--- src/rtl/fifo_1d_64to16_if.sv ---
// Bus bundle for the 64-to-16 downsizer: word input side (a_*), parcel output
// side (b_*) and the stream-redirect flush.
interface fifo_1d_64to16_if;
    logic        flush;
    logic [63:0] a_data;
    logic [1:0]  a_offset;
    logic        a_valid;
    logic        a_ready;
    logic [15:0] b_data;
    logic        b_valid;
    logic        b_ready;

    // FIFO side
    modport slave (
        input  flush, a_data, a_offset, a_valid, b_ready,
        output a_ready, b_data, b_valid
    );

    // Producer/consumer side
    modport master (
        output flush, a_data, a_offset, a_valid, b_ready,
        input  a_ready, b_data, b_valid
    );
endinterface

--- src/rtl/fifo_1d_64to16.sv ---
// Width downsizer FIFO: stores 64-bit words and emits them as 16-bit parcels,
// high parcel first, starting each word at its stored parcel offset.
module fifo_1d_64to16 #(
    parameter int DEPTH = 2
) (
    input  logic                    clk,
    input  logic                    rst,
    fifo_1d_64to16_if.slave         io_bus
);

    localparam int PW = (DEPTH > 1) ? $clog2(DEPTH) : 1;
    localparam int CW = $clog2(DEPTH + 1);
    localparam logic [CW-1:0] FULL = CW'(DEPTH);

    logic [63:0]   r_data [DEPTH];
    logic [1:0]    r_off  [DEPTH];
    logic [PW-1:0] r_wrPtr;
    logic [PW-1:0] r_rdPtr;
    logic [CW-1:0] r_count;
    logic [1:0]    r_pidx;

    logic          w_aReady;
    logic          w_bValid;
    logic          w_push;
    logic          w_pop;
    logic          w_retire;
    logic [PW-1:0] w_rdNext;
    logic [63:0]   w_head;

    // Readiness comes only from registered state plus flush/rst, never from b_ready.
    assign w_aReady = (r_count != FULL) && !io_bus.flush && !rst;
    assign w_bValid = (r_count != '0) && !rst;

    assign w_push   = io_bus.a_valid && w_aReady;
    assign w_pop    = w_bValid && io_bus.b_ready && !io_bus.flush;
    assign w_retire = w_pop && (r_pidx == 2'd3);
    assign w_rdNext = r_rdPtr + PW'(1);
    assign w_head   = r_data[r_rdPtr];

    assign io_bus.a_ready = w_aReady;
    assign io_bus.b_valid = w_bValid;

    always_comb begin
        io_bus.b_data = w_head[63:48];
        case (r_pidx)
            2'd0: io_bus.b_data = w_head[63:48];
            2'd1: io_bus.b_data = w_head[47:32];
            2'd2: io_bus.b_data = w_head[31:16];
            2'd3: io_bus.b_data = w_head[15:0];
            default: io_bus.b_data = w_head[63:48];
        endcase
    end

    // Storage RAM is deliberately left out of reset.
    always_ff @(posedge clk) begin
        if (w_push) begin
            r_data[r_wrPtr] <= io_bus.a_data;
            r_off[r_wrPtr]  <= io_bus.a_offset;
        end
    end

    always_ff @(posedge clk) begin
        if (rst || io_bus.flush) begin
            r_wrPtr <= '0;
            r_rdPtr <= '0;
            r_count <= '0;
            r_pidx  <= '0;
        end else begin
            if (w_push) begin
                r_wrPtr <= r_wrPtr + PW'(1);
            end
            if (w_retire) begin
                r_rdPtr <= w_rdNext;
            end

            if (w_push && !w_retire) begin
                r_count <= r_count + CW'(1);
            end else if (!w_push && w_retire) begin
                r_count <= r_count - CW'(1);
            end

            // A new head takes its offset from RAM, or straight from the input
            // when it is being written in this very cycle.
            if (w_retire) begin
                if (r_count > CW'(1)) begin
                    r_pidx <= r_off[w_rdNext];
                end else if (w_push) begin
                    r_pidx <= io_bus.a_offset;
                end else begin
                    r_pidx <= '0;
                end
            end else if (w_push && (r_count == '0)) begin
                r_pidx <= io_bus.a_offset;
            end else if (w_pop) begin
                r_pidx <= r_pidx + 2'd1;
            end
        end
    end

endmodule

--- src/flat_wrapper.sv ---
// flat-port wrapper written by rule: the top's interface ports become plain ports
module fifo_1d_64to16_flat 
#(
    parameter int DEPTH = 2
)
  (clk, rst, io_bus_flush, io_bus_a_data, io_bus_a_offset, io_bus_a_valid, io_bus_b_ready, io_bus_a_ready, io_bus_b_data, io_bus_b_valid);
  fifo_1d_64to16_if io_bus_i ();
  input  logic clk;
  input  logic rst;
  input wire logic [$bits(io_bus_i.flush)-1:0] io_bus_flush;
  input wire logic [$bits(io_bus_i.a_data)-1:0] io_bus_a_data;
  input wire logic [$bits(io_bus_i.a_offset)-1:0] io_bus_a_offset;
  input wire logic [$bits(io_bus_i.a_valid)-1:0] io_bus_a_valid;
  input wire logic [$bits(io_bus_i.b_ready)-1:0] io_bus_b_ready;
  output wire logic [$bits(io_bus_i.a_ready)-1:0] io_bus_a_ready;
  output wire logic [$bits(io_bus_i.b_data)-1:0] io_bus_b_data;
  output wire logic [$bits(io_bus_i.b_valid)-1:0] io_bus_b_valid;
  assign io_bus_i.flush = io_bus_flush;
  assign io_bus_i.a_data = io_bus_a_data;
  assign io_bus_i.a_offset = io_bus_a_offset;
  assign io_bus_i.a_valid = io_bus_a_valid;
  assign io_bus_i.b_ready = io_bus_b_ready;
  assign io_bus_a_ready = io_bus_i.a_ready;
  assign io_bus_b_data = io_bus_i.b_data;
  assign io_bus_b_valid = io_bus_i.b_valid;
  fifo_1d_64to16 #(.DEPTH(DEPTH)) u_core (.clk(clk), .rst(rst), .io_bus(io_bus_i));
endmodule
--- config.mk ---
export PLATFORM = sky130hd
export DESIGN_NAME = fifo_1d_64to16_flat
export DESIGN_NICKNAME = d
export VERILOG_FILES = /design/src/rtl/fifo_1d_64to16_if.sv /design/src/rtl/fifo_1d_64to16.sv /design/src/flat_wrapper.sv
export SDC_FILE = /design/constraint.sdc
export NUM_CORES = 1
export LEC_CHECK = 0
export CORE_UTILIZATION = 53
export CTS_CLUSTER_SIZE = 25
export DETAILED_ROUTE_END_ITERATION = 8
export PLACE_DENSITY = 0.9
export REMOVE_ABC_BUFFERS = 1
export SLEW_MARGIN = 20
export SYNTH_ARGS = -nofsm -noshare
export SYNTH_HDL_FRONTEND = slang
export SYNTH_SLANG_ARGS = --single-unit
export TNS_END_PERCENT = 10
--- constraint.sdc ---
create_clock -name clk -period 5.4 [get_ports clk]
set_input_delay 1.08 -clock clk [delete_from_list [all_inputs] [get_ports clk]]
set_output_delay 1.08 -clock clk [all_outputs]
set_load 0.02 [all_outputs]
==> impl_metrics.toml, run 1 <==
[outcome]
status = "finished clean"

[power_and_ir_drop]
ir_drop_uv = 231
p_int_w = 0.00203
switching_share = 0.189
pwr-share-seq = 0.483
p_switching_w = 0.000471
powerDensity_nw_per_um2 = 357
p_leak_nw = 2.52
comb_power_share = 0.052
clkPwrFrac = 0.465

[critical_path]
path_buf_inv = 4
worstSetupPathType = "flop to output port"
critPathCapture = "io_bus_b_data[1]"
crit_top_cell = "inv_1"
critical-path-slowest-cell = "clkdlybuf4s50_1"
critPathMaxStageDelay_ns = 0.55
cp_max_fo = 18
r2r_cells = 10
crit_family = "buffers and inverters"
cp-end-kind = "output port"
critical_path_cell_count = 7
r2r_start = "u_core.r_pidx[0]"
r2r_slack_ns = 2.67
worstReg2RegEnd = "u_core.r_count[1]"
cp.arrival_ns = 3.24
start_kind = "flop"
required_ns = 4.32
crit_chain = "inv_1 -> ha_1 -> buf_4 -> a222oi_1 -> inv_1 -> mux4_2 -> clkdlybuf4s50_1"
startpoint = "u_core.r_pidx[0]"

[global_routing]
grt_overflow = 0
grt_pass1_wl_mm = 16.2
grt_max_degree = 67
grt.total_usage = 0.219
grt_pass1_vias = 3132
antenna_found_initial = 0

[floorplanning]
core_sq_um = 9820
die_area_sq_um = 10600
die_h_microns = 103
die_x_microns = 103
rows = 36
start_util = 0.548
io_pins = 89

[finish]
regArea_sq_um = 4100
num_antenna_cells = 0
nets = 463
final_layout_size_suffix_gt1_frac = 0.146
area_delta_synth_final_pct = 30.2
final_cell_count_no_fill = 530
multi_input_area_sq_um = 1060
n_fill_cell = 639

[yosys]
synthTopCellsByArea = "edfxtp_1 74%, mux4_2 6.7%, a222oi_1 6.0%"
syn_area_sq_um = 5380
synthTopCellsByCount = "132 x edfxtp_1, 37 x inv_1, 32 x a222oi_1"
synth_area_leader_cell = "edfxtp_1"
synth_top_area_frac = 0.737
ys_seq_area_frac = 0.763
yosysUniqueCellTypes = 28
synth_edf_count = 132
synthCells = 286
synth.most_common_cell = "edfxtp_1"
syn_area_per_cell_sq_um = 18.8
synth-async-reset-ratio = 0
ys.flop_type = "edfxtp_1"
yosysWarningCount = 0
synth_seq_cells = 139

[sta]
clock_skew_ns = 0.00746
setup_violations = 0
fin_tns_setup_ns = 0
max_slew_margin = 0.379
grt_setup_unrepaired = "false"
worstMarginPinSlew_ns = 0.931
hold_viol_final = 0
fin_crit_ns = 4.32
clock.fmax_mhz = 232
slew_violations = 0
period_share = 0.800

[clock_tree]
clk-insertion-delay-late_ns = 0.51
postCtsHoldBufs = 0
cts.path.max_buffers = 2
cts-htree-levels = 4
numCtsBuffers = 17
cts_root_buf = "clkbuf_8"
path_clk_slew_ns = 0.06
post-cts-setup-buffer-count = 0
clock_sinks = 139
cts_tree = "yes"
ctsResizeCount = 0

[placed_design]
numPortBuffers = 88
place_congestion = 0.788
dpl.cell_count = 498
hpwl_mm = 6.68

[detailed_routing]
wl_per_cell_microns = 20.1
wirelength_mm = 10.7
vias = 2998
ant_nets = 0
viasPerCell = 5.66
detail_route.first_pass.iterations = 5
post-route-drc-count = 0
drt-initial-drc-count = 272

[hold_path]
hp-class = "flop to flop"

[job]
maxCapViolCount = 0
==> power by group through the flow <==
stage | combinational (W) | sequential [W] | clock, W
floorplan | 0.0000439 | 0.00123 | 0
finish | 0.000130 | 0.00121 | 0.00116
global route | 0.000139 | 0.00121 | 0.00122
detailed placement | 0.000130 | 0.00123 | 0
CTS | 0.000131 | 0.00121 | 0.00118
global placement | 0.000125 | 0.00123 | 0
==> worst reg2reg max path, delay by kind of cell, from the launching register on <==
family	cells	cell delay, ns
AOI/OAI and AO/OA	1	0.13
xor gates and xnor gates	1	0.20
adders and majority gates	2	0.81
buffers and inverters	2	0.48
DFF	1	0.40
and+or+nand+nor	4	0.61
==> worst min path at each step <==
stage,startpoint,endpoint,slack [ns],depth (start not counted)
5_1_grt,u_core.r_count[1],u_core.r_count[1],0.59,2
6_report,u_core.r_count[1],u_core.r_count[1],0.57,2
3_5_place_dp,u_core.r_count[1],u_core.r_count[1],0.55,2
2_1_floorplan,u_core.r_wrPtr,u_core.r_wrPtr,0.50,2
4_1_cts,u_core.r_count[1],u_core.r_count[1],0.56,2
3_3_place_gp,u_core.r_count[1],u_core.r_count[1],0.53,2
==> layout make-up <==
type,instances,area share
multi-input cells,95,0.151
clock inverters,10,0.0198
inverters,37,0.0198
flip-flops and latches,139,0.586
repair buffers,94,0.132
clock buffers,22,0.0675
well taps,133,0.0238
==> routing by layer <==
layer / global-route usage / share of wire / vias up / wire length, microns
met2: 0.363 / 0.52 / 123 / 5530
met1: 0.270 / 0.39 / 1505 / 4170
met4: 0.0899 / 0.015 / 0 / 157
met5: 0 / 0 / - / 0
li1: - / - / 1355 / -
met3: 0.0664 / 0.075 / 15 / 797
==> flip-flops by register name (all words and copies together), names as in the netlist, named ones only <==
register,cells
u_core.r_data,128
u_core.r_wrPtr,1
u_core.r_off,4
u_core.r_pidx,2
u_core.r_count,2
u_core.r_rdPtr,1
==> cells in the final DEF, fill, tap and decap left out <==
cell type        Yosys  layout
clkbuf_8             0       5
clkdlybuf4s50_1      0      88
buf_4                0       6
inv_1               37      37
clkbuf_16            0      16
mux2i_1              4       4
nand2b_1             2       2
a21boi_0             1       1
bufinv_16            0       3
nor2b_4              0       1
o21ai_0              2       2
nor4_4               1       1
nor4b_4              1       1
xor2_1               2       2
clkinv_4             0       1
or2_1                1       1
clkinv_2             0       2
nand3b_1             1       1
mux4_2              16      16
a31oi_1              2       2
ha_1                 8       8
edfxtp_1           132     132
nand3_1              2       2
clkinvlp_4           0       4
a31o_2               1       1
clkbuf_1             4       1
xnor2_1              2       2
and2_2               0       1
nand2_1              1       1
a222oi_1            32      32
a21oi_1              3       3
nor2_1              11      11
dfxtp_1              7       7
==> through the flow <==
stage | hold WS (ns) | setup WS (ns) | area, sq um | total power (W) | utilization
6_report | 0.568 | 1.08 | 7000 | 0.00250 | 0.713
5_1_grt | 0.594 | 0.917 | 7000 | 0.00257 | 0.713
4_1_cts | 0.563 | 1.06 | 7000 | 0.00251 | 0.713
3_5_place_dp | 0.549 | 1.62 | 6390 | 0.00136 | 0.651
3_3_place_gp | 0.534 | 1.63 | 6390 | 0.00135 | 0.651
2_1_floorplan | 0.498 | 0.410 | 5290 | 0.00127 | -
==> cell families after synthesis <==
kind of cell               share of synthesized area
DFF                                            0.763
buffers and inverters                         0.0421
AOI/OAI and AO/OA                             0.0696
and+or+nand+nor                               0.0258
muxes                                         0.0744
adders and majority gates                     0.0186
xor gates and xnor gates                     0.00651
Power figures use the tool's default switching activity.
==> run 2: changes to the inputs <==
--- a/config.mk
+++ b/config.mk
@@ -5,10 +5,10 @@
 export SDC_FILE = /design/constraint.sdc
 export NUM_CORES = 1
 export LEC_CHECK = 0
-export CORE_UTILIZATION = 53
+export CORE_UTILIZATION = 48
 export CTS_CLUSTER_SIZE = 25
 export DETAILED_ROUTE_END_ITERATION = 8
-export PLACE_DENSITY = 0.9
+export PLACE_DENSITY = 0.87
 export REMOVE_ABC_BUFFERS = 1
 export SLEW_MARGIN = 20
 export SYNTH_ARGS = -nofsm -noshare
==> constraint.sdc (replaced) <==
create_clock -name clk -period 3.6 [get_ports clk]
set_input_delay 0.72 -clock clk [delete_from_list [all_inputs] [get_ports clk]]
set_output_delay 0.72 -clock clk [all_outputs]
set_load 0.02 [all_outputs]
==> impl_metrics.toml, run 2 (synthesis results as in run 1) <==
[critical_path]
required_ns = 2.88
worstReg2RegEnd = "u_core.r_data[0][51]"
r2r_cells = 5
r2r_slack_ns = 1.35
worstSetupPathType = "flop to output port"
cp-end-kind = "output port"
cp_max_fo = 16
start_kind = "flop"
r2r_start = "u_core.r_count[0]"
cp.arrival_ns = 2.71

[sta]
fin_ws_ns = 0.168
clock_skew_ns = 0.00724
grt_setup_unrepaired = "false"
holdWs_ns = 0.554
fin_tns_setup_ns = 0
slew_violations = 0
clock.fmax_mhz = 291
worstMarginPinSlew_ns = 1.02
period_share = 0.953
hold_viol_final = 0
fin_crit_ns = 3.43
setup_violations = 0
max_slew_margin = 0.320

[clock_tree]
numCtsBuffers = 17
cts.path.max_buffers = 2
clock_sinks = 139
cts_tree = "yes"
cts_root_buf = "clkbuf_8"
clk-insertion-delay-late_ns = 0.52
path_clk_slew_ns = 0.06
cts-htree-levels = 4
post-cts-setup-buffer-count = 0

[placed_design]
numPortBuffers = 88
place_area_sq_um = 6450
place_congestion = 0.740
dp_worst_setup_slack_ns = 0.478
hpwl_mm = 6.50

[floorplanning]
die_area_sq_um = 11600
start_util = 0.494
rows = 38
die_h_microns = 108
die_x_microns = 108
io_pins = 89
core_sq_um = 10900

[hold_path]
hp-class = "flop to flop"
min_from = "u_core.r_count[1]"
hold_end = "u_core.r_count[1]"
min_path_cells = 2

[finish]
final_common_cell = "edfxtp_1"
largest_register_ffs = 128
area_delta_synth_final_pct = 29.8
reg.largest.list = "u_core.r_data: 128 flops, u_core.r_off: 4 flops"
nets = 469
final_cell_mix = "132 x edfxtp_1, 72 x clkdlybuf4s50_1, 37 x inv_1"
regMostFlops = "u_core.r_data"
fin_area_sq_um = 6980
final_layout_size_suffix_gt1_frac = 0.156
num_antenna_cells = 0
postLayoutCoreUtil = 0.641

[global_routing]
grt_pass1_wl_mm = 15.7
grt.total_usage = 0.191
antenna_found_initial = 0
grt_pass1_vias = 3171
grt_max_degree = 39
grt_overflow = 0

[job]
maxCapViolCount = 0

[power_and_ir_drop]
ir_drop_uv = 418
p_leak_nw = 2.57
powerDensity_nw_per_um2 = 510

[detailed_routing]
detail_route.first_pass.iterations = 6
vias = 2973
drt-initial-drc-count = 239
ant_nets = 0
wirelength_mm = 10.2
wl_per_cell_microns = 18.7
post-route-drc-count = 0
viasPerCell = 5.48

[outcome]
status = "finished clean"
run 2: area by class of cell:
cell class | instances | area (sq um)
tap | 140 | 175
multi-input combinational | 95 | 1060
timing repair buffer | 100 | 966
clock inverter | 14 | 121
inverter | 37 | 139
clock buffer | 18 | 418
fill | 768 | 3910
sequential | 139 | 4100
run 2: per-stage QoR:
stage	std cells	total power, W
2_1_floorplan	271	0.00191
3_3_place_gp	511	0.00203
3_5_place_dp	511	0.00204
4_1_cts	543	0.00358
5_1_grt	543	0.00367
6_report	543	0.00356
run 2: worst max-delay path by stage:
| stage | slack [ns] | start | end | cells past startpoint |
|---|---|---|---|---|
| after floorplan | -1.03 | rst | u_core.r_data[0][0] | 2 |
| after global placement | 0.54 | rst | io_bus_a_ready | 4 |
| after detailed placement | 0.48 | u_core.r_pidx[0] | io_bus_b_data[15] | 7 |
| after CTS | 0.0009 | u_core.r_pidx[0] | io_bus_b_data[11] | 7 |
| after global routing | 0.01 | u_core.r_pidx[0] | io_bus_b_data[15] | 7 |
| final | 0.17 | u_core.r_pidx[0] | io_bus_b_data[15] | 7 |
run 2: power breakdown:
part           internal, W  total, W  leakage (nW)  switching, W
combinational     0.000107  0.000188          1.06     0.0000806
sequential         0.00180   0.00181          1.26    0.00000786
clock             0.000914   0.00156         0.251      0.000648
run 2: layer usage:
metal / global-route usage / vias to the layer above / wire [microns]
li1: - / 1371 / -
met2: 0.333 / 110 / 5430
met1: 0.213 / 1477 / 4010
met3: 0.0623 / 15 / 600
met5: 0 / - / 0
met4: 0.0802 / 0 / 139
run 2: what timing repair did:
action | 4_1_cts | 5_1_grt
resized for setup | 12 | 4
pin swaps | 1 | 0
hold buffers | 0 | 0
endpoints found under the setup margin | 12 | 4
run 2: worst max-delay path, stage by stage (launching register included):
cell	delay (ns)
dfxtp_1	0.40
inv_1	0.09
ha_1	0.22
buf_4	0.21
a222oi_1	0.41
inv_1	0.08
mux4_2	0.45
dlygate4sd2_1	0.33
